[config.mk]
export PLATFORM = sky130hd
export DESIGN_NAME = tri_scan_gen
export DESIGN_NICKNAME = d
export VERILOG_FILES = /design/src/rtl/tri_scan_gen.sv
export SDC_FILE = /design/constraint.sdc
export NUM_CORES = 1
export LEC_CHECK = 0
export CAP_MARGIN = 0
export CORE_MARGIN = 4
export CORE_UTILIZATION = 54
export CTS_BUF_LIST = sky130_fd_sc_hd__clkbuf_8
export DETAILED_ROUTE_END_ITERATION = 8
export PLACE_DENSITY = 0.88
export SYNTH_ARGS = -nofsm -noshare
export SYNTH_HDL_FRONTEND = slang
export SYNTH_SLANG_ARGS = --single-unit
[constraint.sdc]
create_clock -name i_clk -period 15.1 [get_ports i_clk]
set_input_delay 3.02 -clock i_clk [delete_from_list [all_inputs] [get_ports i_clk]]
set_output_delay 3.02 -clock i_clk [all_outputs]
set_load 0.02 [all_outputs]
[src/rtl/tri_scan_gen.sv]
`default_nettype none
// ============================================================================
// Module   : tri_scan_gen
// Purpose  : Clips a triangle's bounding box to the screen and streams its
//            pixel centres in raster order. Build option: WINDING_FIX_EN.
// Revision : 1.0 - initial release
// ============================================================================
module tri_scan_gen #(
  parameter int WIDTH    = 32,
  parameter int FRAC     = 16,
  parameter int SCREEN_W = 640,
  parameter int SCREEN_H = 480
) (
  input  logic             i_clk,
  input  logic             i_rst,
  input  logic             i_tri_valid,
  output logic             o_tri_ready,
  input  logic [WIDTH-1:0] i_x0,
  input  logic [WIDTH-1:0] i_y0,
  input  logic [WIDTH-1:0] i_x1,
  input  logic [WIDTH-1:0] i_y1,
  input  logic [WIDTH-1:0] i_x2,
  input  logic [WIDTH-1:0] i_y2,
  output logic             o_pix_valid,
  input  logic             i_pix_ready,
  output logic [WIDTH-1:0] o_px,
  output logic [WIDTH-1:0] o_py,
  output logic [WIDTH-1:0] o_x0,
  output logic [WIDTH-1:0] o_y0,
  output logic [WIDTH-1:0] o_x1,
  output logic [WIDTH-1:0] o_y1,
  output logic [WIDTH-1:0] o_x2,
  output logic [WIDTH-1:0] o_y2,
  output logic             o_first,
  output logic             o_last,
  output logic             o_done,
  output logic             o_busy
);

  localparam int c_CW = WIDTH - FRAC;

  localparam logic [2:0] c_IDLE  = 3'd0;
  localparam logic [2:0] c_SETUP = 3'd1;
  localparam logic [2:0] c_CLIP  = 3'd2;
  localparam logic [2:0] c_SCAN  = 3'd3;
  localparam logic [2:0] c_DONE  = 3'd4;

  localparam logic signed [c_CW-1:0] c_ZERO = '0;
  localparam logic signed [c_CW-1:0] c_ONE  = c_CW'(1);
  localparam logic signed [c_CW-1:0] c_XLIM = c_CW'(SCREEN_W - 1);
  localparam logic signed [c_CW-1:0] c_YLIM = c_CW'(SCREEN_H - 1);
  localparam logic [FRAC-1:0]        c_HALF = {1'b1, {(FRAC-1){1'b0}}};

  logic [2:0] r_state;
  logic [2:0] w_next;

  logic signed [WIDTH-1:0] r_x0, r_y0, r_x1, r_y1, r_x2, r_y2;
  logic signed [c_CW-1:0]  r_xmin, r_xmax, r_ymin, r_ymax;
  logic signed [c_CW-1:0]  r_cx, r_cy;
  logic                    r_first;

  logic signed [c_CW-1:0]  w_fx0, w_fy0, w_fx1, w_fy1, w_fx2, w_fy2;
  logic signed [c_CW-1:0]  w_xmin_c, w_xmax_c, w_ymin_c, w_ymax_c;
  logic                    w_accept;
  logic                    w_empty;
  logic                    w_last;
  logic                    w_swap;
  logic                    w_degen;

  function automatic logic signed [c_CW-1:0] f_min3(
    input logic signed [c_CW-1:0] a,
    input logic signed [c_CW-1:0] b,
    input logic signed [c_CW-1:0] c
  );
    logic signed [c_CW-1:0] m;
    m = (a < b) ? a : b;
    return (m < c) ? m : c;
  endfunction

  function automatic logic signed [c_CW-1:0] f_max3(
    input logic signed [c_CW-1:0] a,
    input logic signed [c_CW-1:0] b,
    input logic signed [c_CW-1:0] c
  );
    logic signed [c_CW-1:0] m;
    m = (a > b) ? a : b;
    return (m > c) ? m : c;
  endfunction

  // floor is monotonic, so min/max of the floored vertices equals floor of min/max
  assign w_fx0 = r_x0[WIDTH-1:FRAC];
  assign w_fy0 = r_y0[WIDTH-1:FRAC];
  assign w_fx1 = r_x1[WIDTH-1:FRAC];
  assign w_fy1 = r_y1[WIDTH-1:FRAC];
  assign w_fx2 = r_x2[WIDTH-1:FRAC];
  assign w_fy2 = r_y2[WIDTH-1:FRAC];

  assign w_xmin_c = (r_xmin < c_ZERO) ? c_ZERO : r_xmin;
  assign w_xmax_c = (r_xmax > c_XLIM) ? c_XLIM : r_xmax;
  assign w_ymin_c = (r_ymin < c_ZERO) ? c_ZERO : r_ymin;
  assign w_ymax_c = (r_ymax > c_YLIM) ? c_YLIM : r_ymax;

  assign w_accept = (r_state == c_IDLE) && i_tri_valid;
  assign w_empty  = (w_xmin_c > w_xmax_c) || (w_ymin_c > w_ymax_c) || w_degen;
  assign w_last   = (r_cx == r_xmax) && (r_cy == r_ymax);

`ifdef WINDING_FIX_EN
  localparam int c_PW = 2 * WIDTH + 3;

  logic signed [WIDTH:0]  w_dx1, w_dy1, w_dx2, w_dy2;
  logic signed [c_PW-1:0] w_area;
  logic                   r_swap;
  logic                   r_degen;

  function automatic logic signed [c_PW-1:0] f_sx(input logic signed [WIDTH:0] v);
    return {{(c_PW-WIDTH-1){v[WIDTH]}}, v};
  endfunction

  assign w_dx1  = {r_x1[WIDTH-1], r_x1} - {r_x0[WIDTH-1], r_x0};
  assign w_dy1  = {r_y1[WIDTH-1], r_y1} - {r_y0[WIDTH-1], r_y0};
  assign w_dx2  = {r_x2[WIDTH-1], r_x2} - {r_x0[WIDTH-1], r_x0};
  assign w_dy2  = {r_y2[WIDTH-1], r_y2} - {r_y0[WIDTH-1], r_y0};
  assign w_area = f_sx(w_dx1) * f_sx(w_dy2) - f_sx(w_dy1) * f_sx(w_dx2);

  always_ff @(posedge i_clk) begin
    if (i_rst) begin
      r_swap  <= 1'b0;
      r_degen <= 1'b0;
    end else if (w_accept) begin
      r_swap  <= 1'b0;
      r_degen <= 1'b0;
    end else if (r_state == c_SETUP) begin
      r_swap  <= w_area[c_PW-1];
      r_degen <= (w_area == '0);
    end
  end

  assign w_swap  = r_swap;
  assign w_degen = r_degen;
`else
  assign w_swap  = 1'b0;
  assign w_degen = 1'b0;
`endif

  always_ff @(posedge i_clk) begin
    if (i_rst) begin
      r_state <= c_IDLE;
    end else begin
      r_state <= w_next;
    end
  end

  always_comb begin
    w_next = r_state;
    case (r_state)
      c_IDLE:  if (i_tri_valid) w_next = c_SETUP;
      c_SETUP: w_next = c_CLIP;
      c_CLIP:  w_next = w_empty ? c_DONE : c_SCAN;
      c_SCAN:  if (i_pix_ready && w_last) w_next = c_DONE;
      c_DONE:  w_next = c_IDLE;
      default: w_next = c_IDLE;
    endcase
  end

  always_comb begin
    o_tri_ready = 1'b0;
    o_pix_valid = 1'b0;
    o_first     = 1'b0;
    o_last      = 1'b0;
    o_done      = 1'b0;
    o_busy      = 1'b1;
    case (r_state)
      c_IDLE: begin
        o_tri_ready = 1'b1;
        o_busy      = 1'b0;
      end
      c_SCAN: begin
        o_pix_valid = 1'b1;
        o_first     = r_first;
        o_last      = w_last;
      end
      c_DONE:  o_done = 1'b1;
      default: ;
    endcase
  end

  assign o_px = (r_state == c_SCAN) ? {r_cx, c_HALF} : '0;
  assign o_py = (r_state == c_SCAN) ? {r_cy, c_HALF} : '0;
  assign o_x0 = r_x0;
  assign o_y0 = r_y0;
  assign o_x1 = w_swap ? r_x2 : r_x1;
  assign o_y1 = w_swap ? r_y2 : r_y1;
  assign o_x2 = w_swap ? r_x1 : r_x2;
  assign o_y2 = w_swap ? r_y1 : r_y2;

  always_ff @(posedge i_clk) begin
    if (i_rst) begin
      r_x0    <= '0;
      r_y0    <= '0;
      r_x1    <= '0;
      r_y1    <= '0;
      r_x2    <= '0;
      r_y2    <= '0;
      r_xmin  <= '0;
      r_xmax  <= '0;
      r_ymin  <= '0;
      r_ymax  <= '0;
      r_cx    <= '0;
      r_cy    <= '0;
      r_first <= 1'b0;
    end else begin
      case (r_state)
        c_IDLE: begin
          if (i_tri_valid) begin
            r_x0 <= i_x0;
            r_y0 <= i_y0;
            r_x1 <= i_x1;
            r_y1 <= i_y1;
            r_x2 <= i_x2;
            r_y2 <= i_y2;
          end
        end
        c_SETUP: begin
          r_xmin <= f_min3(w_fx0, w_fx1, w_fx2);
          r_xmax <= f_max3(w_fx0, w_fx1, w_fx2);
          r_ymin <= f_min3(w_fy0, w_fy1, w_fy2);
          r_ymax <= f_max3(w_fy0, w_fy1, w_fy2);
        end
        c_CLIP: begin
          r_xmin  <= w_xmin_c;
          r_xmax  <= w_xmax_c;
          r_ymin  <= w_ymin_c;
          r_ymax  <= w_ymax_c;
          r_cx    <= w_xmin_c;
          r_cy    <= w_ymin_c;
          r_first <= 1'b1;
        end
        c_SCAN: begin
          if (i_pix_ready) begin
            r_first <= 1'b0;
            if (r_cx == r_xmax) begin
              r_cx <= r_xmin;
              r_cy <= r_cy + c_ONE;
            end else begin
              r_cx <= r_cx + c_ONE;
            end
          end
        end
        default: ;
      endcase
    end
  end

endmodule
`default_nettype wire

# Yosys cells after proc, flatten, opt, wreduce, memory -nomap -nowiden
# Cells that the tools add are included.
# Widths: inputs -> output; s select.
word_totals:
  inputBits: 196
  out_inout_bits: 262
  reg_bits: 292
classes:
  muxes: 36
  addsub: 2
  n_eq_ne: 10
  n_reduce_logical: 10
  n_lt_le_gt_ge: 14
ops:
  columns: ["op", "n"]
  rows:
  - ["$mux 16", 16]
  - ["$pmux 16 s2", 6]
  - ["$gt 16x16->1", 6]
  - ["$lt 16x16->1", 4]
  - ["$mux 32", 2]
  - ["$add 16x2->16 const B", 2]
  - ["$eq 16x16->1", 2]
  - ["$lt 16x1->1 const B", 2]
  - ["$gt 16x10->1 const B", 1]
  - ["$gt 16x11->1 const B", 1]
  - ["$pmux 3 s4", 1]
  - ["$mux 3", 3]
  - ["$ne 2x2->1 const B", 4]
  - ["$mux 1", 7]
  - ["$eq 3x2->1 const B", 2]
  - ["$reduce_and 2->1", 3]
  - ["$reduce_bool 2->1", 2]
  - ["$eq 3x1->1 const B", 1]
  - ["$eq 3x3->1 const B", 1]
  - ["$logic_not 3->1", 1]
  - ["$reduce_and 3->1", 1]
  - ["$logic_and 1x1->1", 2]
  - ["$pmux 1 s2", 1]
  - ["$logic_or 1x1->1", 1]

# Longest topological paths before layout
depth:
  depth_word: 6
  depth_mapped: 23
  mapped_depth_nobuf: 19

# Worst setup path before layout
# Ideal clock, no wire load.
synth_timing:
  path_type: "reg2reg"
  from: "reg r_x1[31], in the netlist o_x1[31]"
  to: "reg r_xmax[5]"
  t_arrival_ps: 5332
  setup_slack_ps: 9635
  path_stages_with_launch: 23
  setup_time_ps: 134
  required_ps: 14966
  cell_sequence: "dfxtp_1 inv_1 ha_1 buf_6 nand4_1 nor4_1 a21boi_1 nor3_4 xor2_4 nand2_1 buf_2 mux2i_1 inv_1 ha_1 a21o_1 a21o_1 a21oi_1 nor2_1 a2111oi_0 a21oi_1 o21ai_1 clkbuf_1 o221ai_1"
synth_between:
  elab_chain_len: 5
synth_rtl:
  columns: ["item", "line", "source"]
  rows:
  - ["start, declared", "57", "logic signed [WIDTH-1:0] r_x0, r_y0, r_x1, r_y1, r_x2, r_y2;"]
  - ["start signal, assigned", "217", "r_x1 <= i_x1;"]
  - ["$gt 16x16->1", "86", "m = (a > b) ? a : b;"]
  - ["$mux 16 (*)", "86", null]
  - ["$gt 16x16->1", "87", "return (m > c) ? m : c;"]
  - ["$mux 16 (*)", "87", null]
  - ["$pmux 16 s2 (*)", "212", "case (r_state)"]
  - ["end signal, assigned", "225", "r_xmax <= f_max3(w_fx0, w_fx1, w_fx2);"]
  - ["end signal, assigned", "231", "r_xmax <= w_xmax_c;"]
  - ["end, declared", "58", "logic signed [c_CW-1:0] r_xmin, r_xmax, r_ymin, r_ymax;"]
# Every way passes the cells marked *; elsewhere a longest branch is shown, timed or not.
# A chain may end at the register's enable or synchronous reset.

# Final worst setup path
layout_timing:
  from: "reg r_x1[31], in the netlist o_x1[31]"
  to: "reg r_xmax[4]"
# Same word-level chain as after synthesis.

==> flow_summary.toml <==
[clocking]
cts_tree = "done"
root_buffer = "clkbuf_8"
cts_resized = 0
clkLatencyLatePin_ns = 0.59
htreeDepth = 2
ctsHoldBuffers = 0
cts.sink_count = 292
path_clk_slew_ns = 0.06
postCtsSetupBuffers = 0
ctsLongestPathBuffers = 3
cts_made_buffers = 50

[detailed_routing]
dr.pass1.iters = 6
post_drt_wl_per_cell_um = 20.9
drt_iter0_markers = 1306
drc = 0
vias = 17300
detail_route.vias_per_cell = 5.91
drt-total-wl_um = 61100
ant_nets = 0

[global_route]
antenna_found_initial = 0
grt_pass1_wl_um = 92800
grt_overflow = 0
grt_usage = 0.344
grt_pass1_vias = 16600
grt_max_degree = 101

[logic_synthesis]
ys_seq_area_frac = 0.352
synth_async_sr_flop_share = 0
synth_edf_count = 0
synth-seq-cells = 292
syn_avg_cell_area_um2 = 7.74
synthCells = 2145
synth_warnings = 0
synth_area_mm2 = 0.0166
synth_flop_cell = "dfxtp_1"
synth.distinct_cells = 76

[setup_path]
cp_data_required_time_ns = 15.50
cpPeakStageDelay_ns = 1.05
end_kind = "flop"
startpoint = "o_x1[31]"
cp_top_family = "compound AO/OA/AOI/OAI gates"
cpMaxStageDelayCell = "o21ai_1"
reg2reg_depth = 19
r2r-end = "r_xmax[4]"
worstPathCellList = "inv_1 -> ha_1 -> nand4_1 -> nor4_1 -> a21boi_1 -> nor3_4 -> xor2_4 -> nand2_1 -> mux2i_1 -> inv_1 -> ha_1 -> a21o_1 -> a21o_1 -> a21oi_1 -> nor2_1 -> a2111oi_0 -> a21oi_1 -> o21ai_1 -> o221ai_1"
cp.arrival_ns = 7.76
worst-path-stages = 19
reg2reg_slack_ns = 7.74
crit_end = "r_xmax[4]"
startpoint_type = "flop"
timing.rr.start = "o_x1[31]"
path_class = "reg -> reg"
path_max_fanout = 17
path_buf_inv = 2

[sta]
fmax_ghz = 0.136
hold_viol = 0
relSlewSlack = 0.152
finClkSkew_ns = 0.0312
maxSlewViolCount = 0
rsz0062_at_grt = "false"
whs_ns = 0.451
finalWorstSetupSlack_ns = 7.74
fin_crit_sh = 0.487
setup_viol = 0
fin_setup_tns_ns = 0
period_minus_slack_ns = 7.36
worst_pin_slew_ns = 1.27

[finish]
fillers = 2303
final_common_cell = "nand2_1"
antenna-diode-count = 0
stdcell_area_mm2 = 0.0220
layoutNonFillerInstCount = 2927
nNetsFinal = 2822
drive_gt1_frac = 0.0639
final_cell_mix = "529 x nand2_1, 426 x clkdlybuf4s50_1, 292 x dfxtp_1"
area.growth.synth_to_final_pct = 32.3
post-route-util = 0.733
multi_input_area_mm2 = 0.00976
seq_area_mm2 = 0.00585

[floorplanning]
row_count = 63
die_w_um = 183
die_height_um = 183
initial_core_util = 0.554
coreArea_mm2 = 0.0300
io_pins = 458
dieArea_mm2 = 0.0336

[power_and_ir_drop]
powerDensity_mw_per_mm2 = 231
ir_drop_uv = 178
p_leak_nw = 9.11
power.total_mw = 5.08

[placed_design]
place_area_mm2 = 0.0209
gp_congestion = 0.966
place_ws_ns = 8.03
placedCellCount = 2838
hpwl_um = 45700
port_buffers = 427

[job]
drv_cap = 0

[min_path]
hold_class = "reg -> reg"

[outcome]
outcome = "finished clean"
[tightest hold or removal path, cell delays in order (launching register included)]
cell and delay (ns):
dfxtp_1 0.32, nand2_1 0.04, o21ai_0 0.05
[registers in the layout, indices dropped and copies added, names as in the netlist]
name and flops:
r_cx 16, r_first 1, r_ymax 16, o_y0 32, o_x0 32, o_y2 32, o_x2 32, o_x1 32
o_y1 32, r_xmax 16, r_cy 16, r_state 3, r_xmin 16, r_ymin 16
[cell usage after synthesis (9+ instances only)]
| cell type | n | share of area |
|---|---|---|
| a21oi_1 | 259 | 0.078 |
| o21a_1 | 9 | 0.0041 |
| nand4_1 | 24 | 0.0090 |
| xor2_1 | 33 | 0.017 |
| a31o_2 | 15 | 0.0079 |
| nand2_1 | 530 | 0.12 |
| dfxtp_1 | 292 | 0.35 |
| nand3_1 | 26 | 0.0078 |
| nor3_1 | 21 | 0.0063 |
| inv_1 | 94 | 0.021 |
| buf_4 | 34 | 0.015 |
| a21o_1 | 30 | 0.014 |
| a32o_1 | 16 | 0.0096 |
| or4_1 | 16 | 0.0072 |
| mux2_2 | 29 | 0.020 |
| nand2b_1 | 15 | 0.0057 |
| and3_1 | 35 | 0.013 |
| nor2b_1 | 39 | 0.015 |
| o31ai_1 | 19 | 0.0086 |
| nor2_1 | 79 | 0.018 |
| a211oi_1 | 20 | 0.0090 |
| nor4_1 | 16 | 0.0060 |
| mux2i_1 | 36 | 0.022 |
| ha_1 | 126 | 0.095 |
| clkbuf_1 | 128 | 0.029 |
| o21ai_0 | 69 | 0.021 |
[worst min path at each step]
stage / startpoint / end / slack (ns) / depth (start not counted)
final: r_ymin[13] / r_ymin[13] / 0.45 / 2
after global routing: o_y1[15] / o_y1[15] / 0.47 / 2
after CTS: r_ymin[13] / r_ymin[13] / 0.45 / 2
after detailed placement: r_ymin[13] / r_ymin[13] / 0.44 / 2
after global placement: r_ymin[1] / r_ymin[1] / 0.43 / 2
after floorplan: r_ymin[10] / r_ymin[10] / 0.42 / 2
[power by group]
part           internal, mW  total, mW  switching [mW]  leakage [nW]
logic                  1.27       3.10            1.83          6.13
registers             0.958       1.20           0.244          2.39
clock network         0.437      0.779           0.341         0.602
[cell families (layout without fill, tap and decap cells)]
group | after synthesis | count (layout) | share of synthesized area
other | 1 | 30 | 0.000226
adder cells (fa/ha/maj) | 126 | 126 | 0.0949
buffers and inverters | 266 | 629 | 0.0690
AO/OA/AOI/OAI | 525 | 525 | 0.197
XOR/XNOR | 40 | 40 | 0.0227
AND/OR/NAND/NOR | 826 | 826 | 0.220
multiplexers | 69 | 69 | 0.0441
flip-flops | 292 | 292 | 0.352
[per-layer routing]
layer  vias up  track usage  routed length, um
li1       8113            -                  -
met5         -            0                  0
met4         0        0.159               3290
met3       175       0.0896               6300
met1      8096        0.429              23600
met2       910        0.560              27900
[area by class of cell]
type	instances	share of cell area
Multi-Input combinational cell	1616	0.444
Sequential cell	292	0.266
Timing Repair Buffer	445	0.201
Clock buffer	68	0.0426
Tap cell	390	0.0222
Inverter	95	0.0162
Clock inverter	21	0.00758
No activity file was read; power rests on OpenSTA's default activity.
